`src/rtl/proc_pkg.sv`:
```
`default_nettype none
// +-----------------------------------------------------------------------+
// | Package : proc_pkg                                                    |
// | Shared opcode/funct/ALU-op constants and the sequencer state enum.    |
// | Config  : ILLEGAL_TRAP_EN adds the TRAP state.                        |
// | Rev     : 1.0  initial release                                        |
// +-----------------------------------------------------------------------+
package proc_pkg;

  localparam logic [5:0] OPC_RTYPE = 6'b000000;
  localparam logic [5:0] OPC_AR    = 6'b000010;

  localparam logic [3:0] FN_ADD = 4'b0000;
  localparam logic [3:0] FN_SUB = 4'b0001;
  localparam logic [3:0] FN_AND = 4'b0010;
  localparam logic [3:0] FN_OR  = 4'b0011;
  localparam logic [3:0] FN_NOT = 4'b0100;
  localparam logic [3:0] FN_XOR = 4'b0101;
  localparam logic [3:0] FN_SLA = 4'b0110;
  localparam logic [3:0] FN_SRA = 4'b0111;
  localparam logic [3:0] FN_SRL = 4'b1000;

  localparam logic [3:0] ALUOP_AR = 4'b1111;

  typedef enum logic [2:0] {
    ST_IDLE      = 3'd0,
    ST_FETCH     = 3'd1,
    ST_DECODE    = 3'd2,
    ST_EXECUTE   = 3'd3,
    ST_WRITEBACK = 3'd4
`ifdef ILLEGAL_TRAP_EN
    ,
    ST_TRAP      = 3'd5
`endif
  } state_e;

endpackage
`default_nettype wire

```
`src/rtl/alu_op_decode.sv`:
```
`default_nettype none
// +-----------------------------------------------------------------------+
// | Module  : alu_op_decode                                               |
// | Pure combinational opcode/funct decode to ALU op plus legal flag.     |
// | Rev     : 1.0  initial release                                        |
// +-----------------------------------------------------------------------+
module alu_op_decode
  import proc_pkg::*;
(
  input  logic [5:0] opcode,
  input  logic [3:0] funct,
  output logic [3:0] alu_op,
  output logic       legal
);

  // R-type passes funct straight through for the nine defined ops; AR maps to a fixed op
  always_comb begin
    alu_op = 4'b0000;
    legal  = 1'b0;
    if ((opcode == OPC_RTYPE) && (funct <= FN_SRL)) begin
      alu_op = funct;
      legal  = 1'b1;
    end else if (opcode == OPC_AR) begin
      alu_op = ALUOP_AR;
      legal  = 1'b1;
    end
  end

endmodule
`default_nettype wire

```
`src/rtl/instr_sequencer.sv`:
```
`default_nettype none
// +-----------------------------------------------------------------------+
// | Module  : instr_sequencer                                             |
// | Multi-cycle fetch/decode/execute/writeback sequencer owning the PC.   |
// | Config  : ILLEGAL_TRAP_EN - illegal instructions trap instead of NOP. |
// | Rev     : 1.0  initial release                                        |
// +-----------------------------------------------------------------------+
module instr_sequencer
  import proc_pkg::*;
#(
  parameter int PC_W     = 16,
  parameter int RESET_PC = 0
) (
  input  logic            clk,
  input  logic            rst_n,
  output logic            imem_req,
  output logic [PC_W-1:0] imem_addr,
  input  logic            imem_ack,
  input  logic [31:0]     imem_rdata,
  output logic [3:0]      alu_op,
  output logic            alu_en,
  output logic            rf_we,
  output logic [4:0]      rf_waddr,
  output logic [4:0]      rf_raddr_a,
  output logic [4:0]      rf_raddr_b,
  output logic [15:0]     retired
`ifdef ILLEGAL_TRAP_EN
  ,
  output logic            trap
`endif
);

  localparam logic [PC_W-1:0] PC_RST = PC_W'(RESET_PC);
  localparam logic [PC_W-1:0] PC_ONE = PC_W'(1);

  state_e            state_q, state_d;
  logic [PC_W-1:0]   pc_q, pc_d;
  logic [31:0]       ir_q, ir_d;
  logic [3:0]        alu_op_q, alu_op_d;
  logic [15:0]       retired_q, retired_d;
  logic [3:0]        dec_alu_op;
  logic              dec_legal;
  logic              unused_ir_bits;
`ifdef ILLEGAL_TRAP_EN
  logic              trap_q, trap_d;
`endif

  alu_op_decode u_dec (
    .opcode (ir_q[31:26]),
    .funct  (ir_q[3:0]),
    .alu_op (dec_alu_op),
    .legal  (dec_legal)
  );

  // IR[10:4] carries no meaning in this format
  assign unused_ir_bits = ^ir_q[10:4];

  // Next-state and Moore strobe generation; strobes depend only on state_q
  always_comb begin
    state_d   = state_q;
    pc_d      = pc_q;
    ir_d      = ir_q;
    alu_op_d  = alu_op_q;
    retired_d = retired_q;
`ifdef ILLEGAL_TRAP_EN
    trap_d    = trap_q;
`endif
    imem_req  = 1'b0;
    alu_en    = 1'b0;
    rf_we     = 1'b0;
    case (state_q)
      ST_IDLE: state_d = ST_FETCH;
      ST_FETCH: begin
        imem_req = 1'b1;
        if (imem_ack) begin
          ir_d    = imem_rdata;
          state_d = ST_DECODE;
        end
      end
      ST_DECODE: begin
        alu_op_d = dec_alu_op;
        if (dec_legal) begin
          state_d = ST_EXECUTE;
        end else begin
`ifdef ILLEGAL_TRAP_EN
          trap_d  = 1'b1;
          state_d = ST_TRAP;
`else
          // Illegal word retires as a silent NOP: skip it without counting
          pc_d    = pc_q + PC_ONE;
          state_d = ST_FETCH;
`endif
        end
      end
      ST_EXECUTE: begin
        alu_en  = 1'b1;
        state_d = ST_WRITEBACK;
      end
      ST_WRITEBACK: begin
        rf_we     = 1'b1;
        pc_d      = pc_q + PC_ONE;
        retired_d = retired_q + 16'd1;
        state_d   = ST_FETCH;
      end
`ifdef ILLEGAL_TRAP_EN
      ST_TRAP: state_d = ST_TRAP;
`endif
      default: state_d = ST_IDLE;
    endcase
  end

  // State and datapath registers; reset forces IDLE so strobes fall at once
  always_ff @(posedge clk or negedge rst_n) begin
    if (!rst_n) begin
      state_q   <= ST_IDLE;
      pc_q      <= PC_RST;
      ir_q      <= 32'd0;
      alu_op_q  <= 4'd0;
      retired_q <= 16'd0;
`ifdef ILLEGAL_TRAP_EN
      trap_q    <= 1'b0;
`endif
    end else begin
      state_q   <= state_d;
      pc_q      <= pc_d;
      ir_q      <= ir_d;
      alu_op_q  <= alu_op_d;
      retired_q <= retired_d;
`ifdef ILLEGAL_TRAP_EN
      trap_q    <= trap_d;
`endif
    end
  end

  assign imem_addr  = pc_q;
  assign alu_op     = alu_op_q;
  assign retired    = retired_q;
  assign rf_waddr   = ir_q[25:21];
  assign rf_raddr_a = ir_q[20:16];
  assign rf_raddr_b = ir_q[15:11];
`ifdef ILLEGAL_TRAP_EN
  assign trap       = trap_q;
`endif

endmodule
`default_nettype wire

```
`config.mk`:
```
export PLATFORM = sky130hd
export DESIGN_NAME = instr_sequencer
export DESIGN_NICKNAME = d
export VERILOG_FILES = /design/src/rtl/proc_pkg.sv /design/src/rtl/alu_op_decode.sv /design/src/rtl/instr_sequencer.sv
export SDC_FILE = /design/constraint.sdc
export NUM_CORES = 1
export LEC_CHECK = 0
export CAP_MARGIN = 5
export CELL_PAD_IN_SITES_DETAIL_PLACEMENT = 1
export CELL_PAD_IN_SITES_GLOBAL_PLACEMENT = 1
export CORE_MARGIN = 2
export CORE_UTILIZATION = 49
export CTS_CLUSTER_SIZE = 28
export DETAILED_ROUTE_END_ITERATION = 8
export DONT_BUFFER_PORTS = 1
export HOLD_SLACK_MARGIN = 0.03
export PLACE_DENSITY = 0.9
export SYNTH_ARGS = -nofsm -noshare
export SYNTH_HDL_FRONTEND = slang
export SYNTH_SLANG_ARGS = --single-unit
export TNS_END_PERCENT = 1
```
`constraint.sdc`:
```
create_clock -name clk -period 1.83 [get_ports clk]
set_input_delay 0.366 -clock clk [delete_from_list [all_inputs] [get_ports clk]]
set_output_delay 0.366 -clock clk [all_outputs]
set_load 0.1 [all_outputs]
```
; ---- After elaboration in Yosys (flattened, before gate mapping)
; Cells that the tools add are included.
[totals]
regBits = 71
out_inout_bits = 54
in_bits = 35
[op_classes]
eq_ne = 7
add_sub_neg = 2
mux = 12
n_reduce_logical = 7
magnitude_cmp = 1
[op_table]
columns = op, count
row1 = $add A16 B1 Y16 const B, 2
row2 = $pmux W16 S2, 1
row3 = $mux W16, 1
row4 = $pmux W3 S4, 1
row5 = $mux W4, 2
row6 = $eq A3 B2 Y1 const B, 2
row7 = $eq A6 B2 Y1 const B, 1
row8 = $logic_not A6 Y1, 1
row9 = $mux W1, 5
row10 = $le A4 B4 Y1 const B, 1
row11 = $ne A2 B2 Y1 const B, 2
row12 = $reduce_and A2 Y1, 2
row13 = $eq A3 B1 Y1 const B, 1
row14 = $eq A3 B3 Y1 const B, 1
row15 = $logic_not A3 Y1, 1
row16 = $mux W3, 1
row17 = $mux W2, 1
row18 = $reduce_bool A2 Y1, 1
row19 = $reduce_or A2 Y1, 1
row20 = $logic_and A1 B1 Y1, 1

; ---- Depth between registers and ports, before layout
; Gate-level depths: netlist of the first run.
[depth]
word_depth = 5
depth_mapped = 7

; ---- Modules after synthesis
; From an unflattened synthesis of the first run, not the netlist that was laid out.
[hier_totals]
hier_cells = 226
hier_area_um2 = 2901.5
[modules_own_cells]
columns = mod, area_per_inst_um2, instances, cells_per_inst
row1 = instr_sequencer, 2806.4, 1, 214
row2 = alu_op_decode, 95.1, 1, 12

; ---- Worst setup path after synthesis of the first run
; OpenSTA, ideal clock, no wires.
[synth_timing]
path_kind = reg-to-reg
startpoint = reg state_q[1]
endpoint = reg ir_q[14]
t_required_ns = 1.705
arrival_time_ns = 3.706
setup_ns = 0.125
setup_slack_ns = -2.001
path_stages_with_launch = 7
path_cell_list = dfrtp_1 > buf_4 > nor3b_1 > and2_1 > buf_4 > buf_4 > mux2_2
[synth_between]
elab_chain_len = 2
[synth_lines]
columns = item, line_no
row1 = start: declaration, instr_sequencer.sv:36  ; state_e state_q, state_d;
row2 = start signal: assignment, instr_sequencer.sv:124  ; state_q <= state_d;
row3 = $eq A3 B1 Y1, instr_sequencer.sv:71  ; case (state_q)
row4 = $reduce_and A2 Y1 (no line), -
row5 = end signal: assignment, instr_sequencer.sv:126  ; ir_q <= ir_d;
row6 = end: declaration, instr_sequencer.sv:38  ; logic [31:0] ir_q, ir_d;
; No other way between the ends.
; A chain may end at the register's enable or synchronous reset.

; ---- Worst setup path after layout of the first run
[layout_timing]
startpoint = reg state_q[1]
endpoint = out imem_req
[layout_between]
elab_chain_len = 2
[layout_lines]
columns = item, line_no
row1 = $eq A3 B1 Y1, instr_sequencer.sv:71
row2 = $mux W1, instr_sequencer.sv:71
row3 = end: declaration, instr_sequencer.sv:16  ; output logic imem_req,
; No other way between the ends.

==> out/metrics.csv, run 1 <==
metric,value,unit
setup_viol,0,
worstSetupPathType,register to output pin,
io_pins,89,
clkLatencyLatePin,330,ps
maxCapViolCount,0,
synth_compound_area_frac,0.0450,
antenna_found_initial,0,
start_util,0.512,
dp_cells,318,
synthXorXnorAreaFrac,0.0926,
fmax,576,MHz
worst_clock_skew,13.9,ps
r2r-end,imem_addr[6],
cts_buffers,9,
clk_pin_slew,80,ps
instances_no_fill,335,
maxSlewViolCount,0,
cp.required,1460,ps
yosysTopAreaCellShare,0.564,
status,finished with violations,
stdcell_area,3350,um^2
reg2reg_slack,100,ps
period_share,0.948,
nets,295,
synth_area_per_cell,12.7,um^2
endpoint_kind,output pin,
grt_pass1_vias,2042,
rsz0062_at_grt,false,
die-area,6420,um^2
track_usage,0.198,
synth_top_family_by_area,simple AND/OR/NAND/NOR gates,
die_h,80.1,um
cts_sinks,64,
drc,0,
wire_per_inst,17.6,um
port_buffers,0,
fin_hold_ws,-274,ps
root_buffer,clkbuf_8,
yosys-top-cells-area,"dfrtp_1, mux2_2, xnor2_1",
max-clock-path-buffers,2,
ant_nets,0,
worstPathCellList,buf_4 -> nor3b_4 -> buf_6,
ys_warn_count,0,
gp_congestion,0.733,
reg2reg_depth,4,
cp_data_arrival_time,1370,ps
htreeDepth,3,
area_delta_synth_final,18.1,%
hold_viol,64,
utilization,0.605,
routed_wl,5.91,mm
post_synth_inst_count,223,
hpwl,4.27,mm
synthAdderAreaFrac,0.00881,
max_slew_margin,0.392,
slowest_delay,410,ps
floorplan.core_area,5540,um^2
diodes,0,
rows,27,
first_pass_iters,4,
period_minus_slack,1740,ps
synth-seq-cells,64,
first_iter_violations,62,
syn-cell-area,2840,um^2
ys_types,30,
grt_pass1_wl,9.68,mm
grt_start_max_net_pins,65,
cp_max_fo,7,
grt_overflow,0,
critical_path.startpoint,state_q[1],
synthMuxAreaShare,0.103,
die_width,80.1,um
ys_seq_area_frac,0.564,
worstHoldPathType,primary input to asynchronous set/reset pin,
vias,1792,
vias_per_cell,5.35,
cts_tree,done,
yosysTopAreaCell,dfrtp_1,
crit_path_top_delay_cell,dfrtp_1,
worstMarginPinSlew,913,ps
r2r-start,state_q[0],
syn-num-nets,260,
violations,negative hold slack,
crit_path_start_kind,register,
layout-drive-gt1-share,0.376,
synthSimpleGateAreaFrac,0.124,
postPlaceCellArea,3150,um^2
worst max-delay path, delay by kind of cell, from the launching register on:
family / cells / cell delay [ps]
buffers and inverters: 2 / 430
and+or+nand+nor: 1 / 210
DFF: 1 / 410
cell families (layout without fill, tap and decap cells):
group,count (synthesis),count (layout)
XOR/XNOR,30,30
flip-flops,64,64
AND/OR/NAND/NOR,61,61
buffers and inverters,25,65
multiplexers,26,26
AO/OA/AOI/OAI,15,15
adder cells (fa/ha/maj),2,2
registers in the layout (all words and copies together), names as in the netlist:
register / count
alu_op: 4
imem_addr: 16
ir_q: 25
retired: 16
state_q: 3
how the worst max path moves through the flow:
| stage | end | slack (ps) | depth (start not counted) |
|---|---|---|---|
| floorplan | retired[13] | -550 | 7 |
| global placement | imem_addr[6] | 120 | 4 |
| detailed placement | imem_addr[6] | 90 | 4 |
| CTS | rf_we | 20 | 2 |
| global route | imem_addr[6] | 9 | 4 |
| finish | imem_req | 90 | 3 |
synth_stat cells:
master,instances
or3b_1,1
xor2_1,5
inv_1,2
nand3_1,8
a21o_2,1
buf_4,20
nor2_1,5
o31ai_4,1
nor3b_4,1
nand3b_1,3
o21bai_4,1
nor3_1,2
clkbuf_1,2
and4_1,4
ha_1,2
and3b_2,2
mux2_2,26
xnor2_1,25
o21ai_0,1
nand4_1,9
and2_1,2
dfrtp_1,64
nand2_1,18
and3_1,4
o31ai_1,5
o311a_2,1
nor3b_1,1
buf_6,1
nand3_2,1
a21oi_1,5
cell type report:
cell class / count / area, um^2
inverter: 2 / 7.51
fill: 562 / 2190
clock buffer: 12 / 155
sequential: 64 / 1600
clock inverter: 4 / 28.8
timing repair buffer: 47 / 385
tap: 72 / 90.1
multi-input combinational: 134 / 1080
metal layers:
| layer | GRT usage | wire [um] |
|---|---|---|
| met1 | 0.229 | 2380 |
| met5 | 0 | 0 |
| met4 | 0.0746 | 68 |
| met2 | 0.347 | 3160 |
| met3 | 0.0562 | 300 |
layout by cell type (no fill, tap or decap), types with 5 or more instances in the layout:
master    netlist  final
buf_4          20     43
clkbuf_8        0     11
nand2_1        18     18
nand3_1         8      8
xor2_1          5      5
mux2_2         26     26
a21oi_1         5      5
o31ai_1         5      5
nand4_1         9      9
xnor2_1        25     25
dfrtp_1        64     64
repair_timing:
item                                   CTS  global route
buffers inserted                         0             1
setup endpoints to repair                1             4
pin swaps                                0             1
endpoints found under the hold margin   64            64
gates resized for setup                  1             1
metrics by stage:
step | setup WS [ps] | TNS (ps)
6_report | 94.7 | 0
2_1_floorplan | -547 | -24830
5_1_grt | 9.11 | 0
4_1_cts | 16.7 | 0
3_3_place_gp | 116 | 0
3_5_place_dp | 85.9 | 0
Power of run 1 is not shown: default switching activity piles up to over one toggle a cycle in this logic, so the estimate is an artifact.
==> inputs of run 2 (changes only) <==
SETUP_SLACK_MARGIN = 0.3   (was not set)
==> run 2 against run 1 <==
Compared with the run above:
- the flow still finishes with violations (negative hold slack)
- sequential share of layout area is 1.8 points lower
- setup slack improved by 34 ps
- register-to-register slack improved by 30 ps
- global-route usage is 2.2 points higher
- highest routed layer unchanged
==> out/metrics.csv, run 2 (synthesis results as in run 1) <==
metric,value,unit,change
worstSetupPathType,register to register,,
first_iter_violations,46,,-26%
grt_start_max_net_pins,65,,unchanged
drc,0,,unchanged
worstMarginPinSlew,901,ps,-11.3 ps
gp_congestion,0.733,,unchanged
start_util,0.512,,unchanged
first_pass_iters,4,,unchanged
period_minus_slack,1700,ps,-33.9 ps
grt_pass1_wl,10.6,mm,+9.0%
clkLatencyLatePin,330,ps,about the same
nets,306,,+3.7%
grt_overflow,0,,unchanged
period_share,0.930,,-0.0185
wl_met3,304,um,+1.3%
cts_buffers,9,,unchanged
max-clock-path-buffers,2,,unchanged
die_h,80.1,um,unchanged
multi_input_area,1110,um^2,+2.1%
endpoint_kind,register,,
routed.top_layer,met4,,
postPlaceCellArea,3150,um^2,unchanged
routed_wl,6.48,mm,+9.6%
ant_nets,0,,unchanged
area_delta_synth_final,22.7,%,
worst_clock_skew,11.8,ps,-2.15 ps
nFillCells,552,,-1.8%
cp_data_arrival_time,1900,ps,+530 ps
floorplan.core_area,5540,um^2,unchanged
die-area,6420,um^2,unchanged
fin_hold_ws,-274,ps,+0.392 ps
cts_tree,done,,
vias,1888,,+5.4%
cts_sinks,64,,unchanged
dr_wl_met2,3.53,mm,+11%
rows,27,,unchanged
stdcell_area,3480,um^2,+3.9%
hpwl,4.27,mm,unchanged
violations,negative hold slack,,
max_flop_register,ir_q,,
diodes,0,,unchanged
track_usage,0.220,,+0.0223
status,finished with violations,,
maxCapViolCount,0,,unchanged
dp_cells,318,,unchanged
root_buffer,clkbuf_8,,
hold_viol,64,,unchanged
fmax,588,MHz,+2.0%
htreeDepth,3,,unchanged
seq_area,1600,um^2,unchanged
max_slew_margin,0.399,,+0.00752
wire_per_inst,18.7,um,+6.1%
clk_pin_slew,70,ps,about the same
setup_viol,0,,unchanged
rsz0062_at_grt,true,,
worstHoldPathType,primary input to asynchronous set/reset pin,,
mostFrequentLayoutCells,"dfrtp_1, buf_4, mux2_2",,
drt-met1-wl,2.52,mm,+5.9%
instances_no_fill,346,,+3.3%
port_buffers,0,,unchanged
grt_pass1_vias,2136,,+4.6%
layout-drive-gt1-share,0.412,,+0.0360
largest_register_ffs,25,,unchanged
antenna_found_initial,0,,unchanged
die_width,80.1,um,unchanged
maxSlewViolCount,0,,unchanged
cp.required,2030,ps,+570 ps
crit_path_start_kind,register,,
cp_max_fo,6,,-1
setup_tns,0,ps,unchanged
vias_per_cell,5.46,,+2.0%
io_pins,89,,unchanged
layout_commonest_cell,dfrtp_1,,
==> run 2: cell types whose count changed in the layout (fill, tap and decap cells not counted) <==
cell	before	now
or3b_4	0	1
nor3_2	0	2
buf_4	43	50
buf_2	0	1
buf_12	2	4
nor3_1	2	0
or3b_1	1	0
o311a_2	1	0
buf_6	2	3
o311a_4	0	1
==> run 2: worst max-delay path, stage by stage, from the launching register on <==
cell	delay, ps
dfrtp_1	430
or3b_4	450
o31ai_4	390
nand4_1	160
xnor2_1	160
==> run 2: what timing repair did <==
action | 4_1_cts | 5_1_grt
resized for setup | 12 | 1
hold endpoints to repair | 64 | 64
setup endpoints to repair | 69 | 72
buffers inserted | 12 | 0
pin swaps | 7 | 4
==> run 2: per-layer routing <==
| metal | vias up | global-route usage |
|---|---|---|
| li1 | 852 | - |
| met1 | 973 | 0.250 |
| met2 | 53 | 0.388 |
| met3 | 10 | 0.0584 |
| met4 | 0 | 0.0949 |
| met5 | - | 0 |
==> run 2: area by class of cell <==
cell class                      count  area share
Tap cell                           72      0.0259
Timing Repair Buffer               58       0.142
Clock buffer                       12      0.0445
Clock inverter                      4     0.00826
Inverter                            2     0.00215
Multi-Input combinational cell    134       0.318
Sequential cell                    64       0.460
==> run 2: path summary, 6_finish.rpt <==
path / end / cells after the start / start / slack, ps
min reg2reg: retired[15] / 1 / retired[15] / 490
min: ir_q[31] / 0 / rst_n / -270
max reg2reg: imem_addr[6] / 4 / state_q[1] / 130
max in group asynchronous: alu_op[3] / 0 / rst_n / 1990
min in group clk: state_q[0] / 1 / imem_ack / 120
max: imem_addr[6] / 4 / state_q[1] / 130
==> run 2: stage by stage <==
stage                     hold WS (ps)  setup WS [ps]   util
after floorplan                   70.4           -547      -
after CTS                         -290            135  0.628
final                             -274            129  0.629
after global routing              -304           38.5  0.629
after detailed placement          71.5           85.9  0.569
after global placement            71.3            116  0.569
Power of run 2 is left out for the same reason.
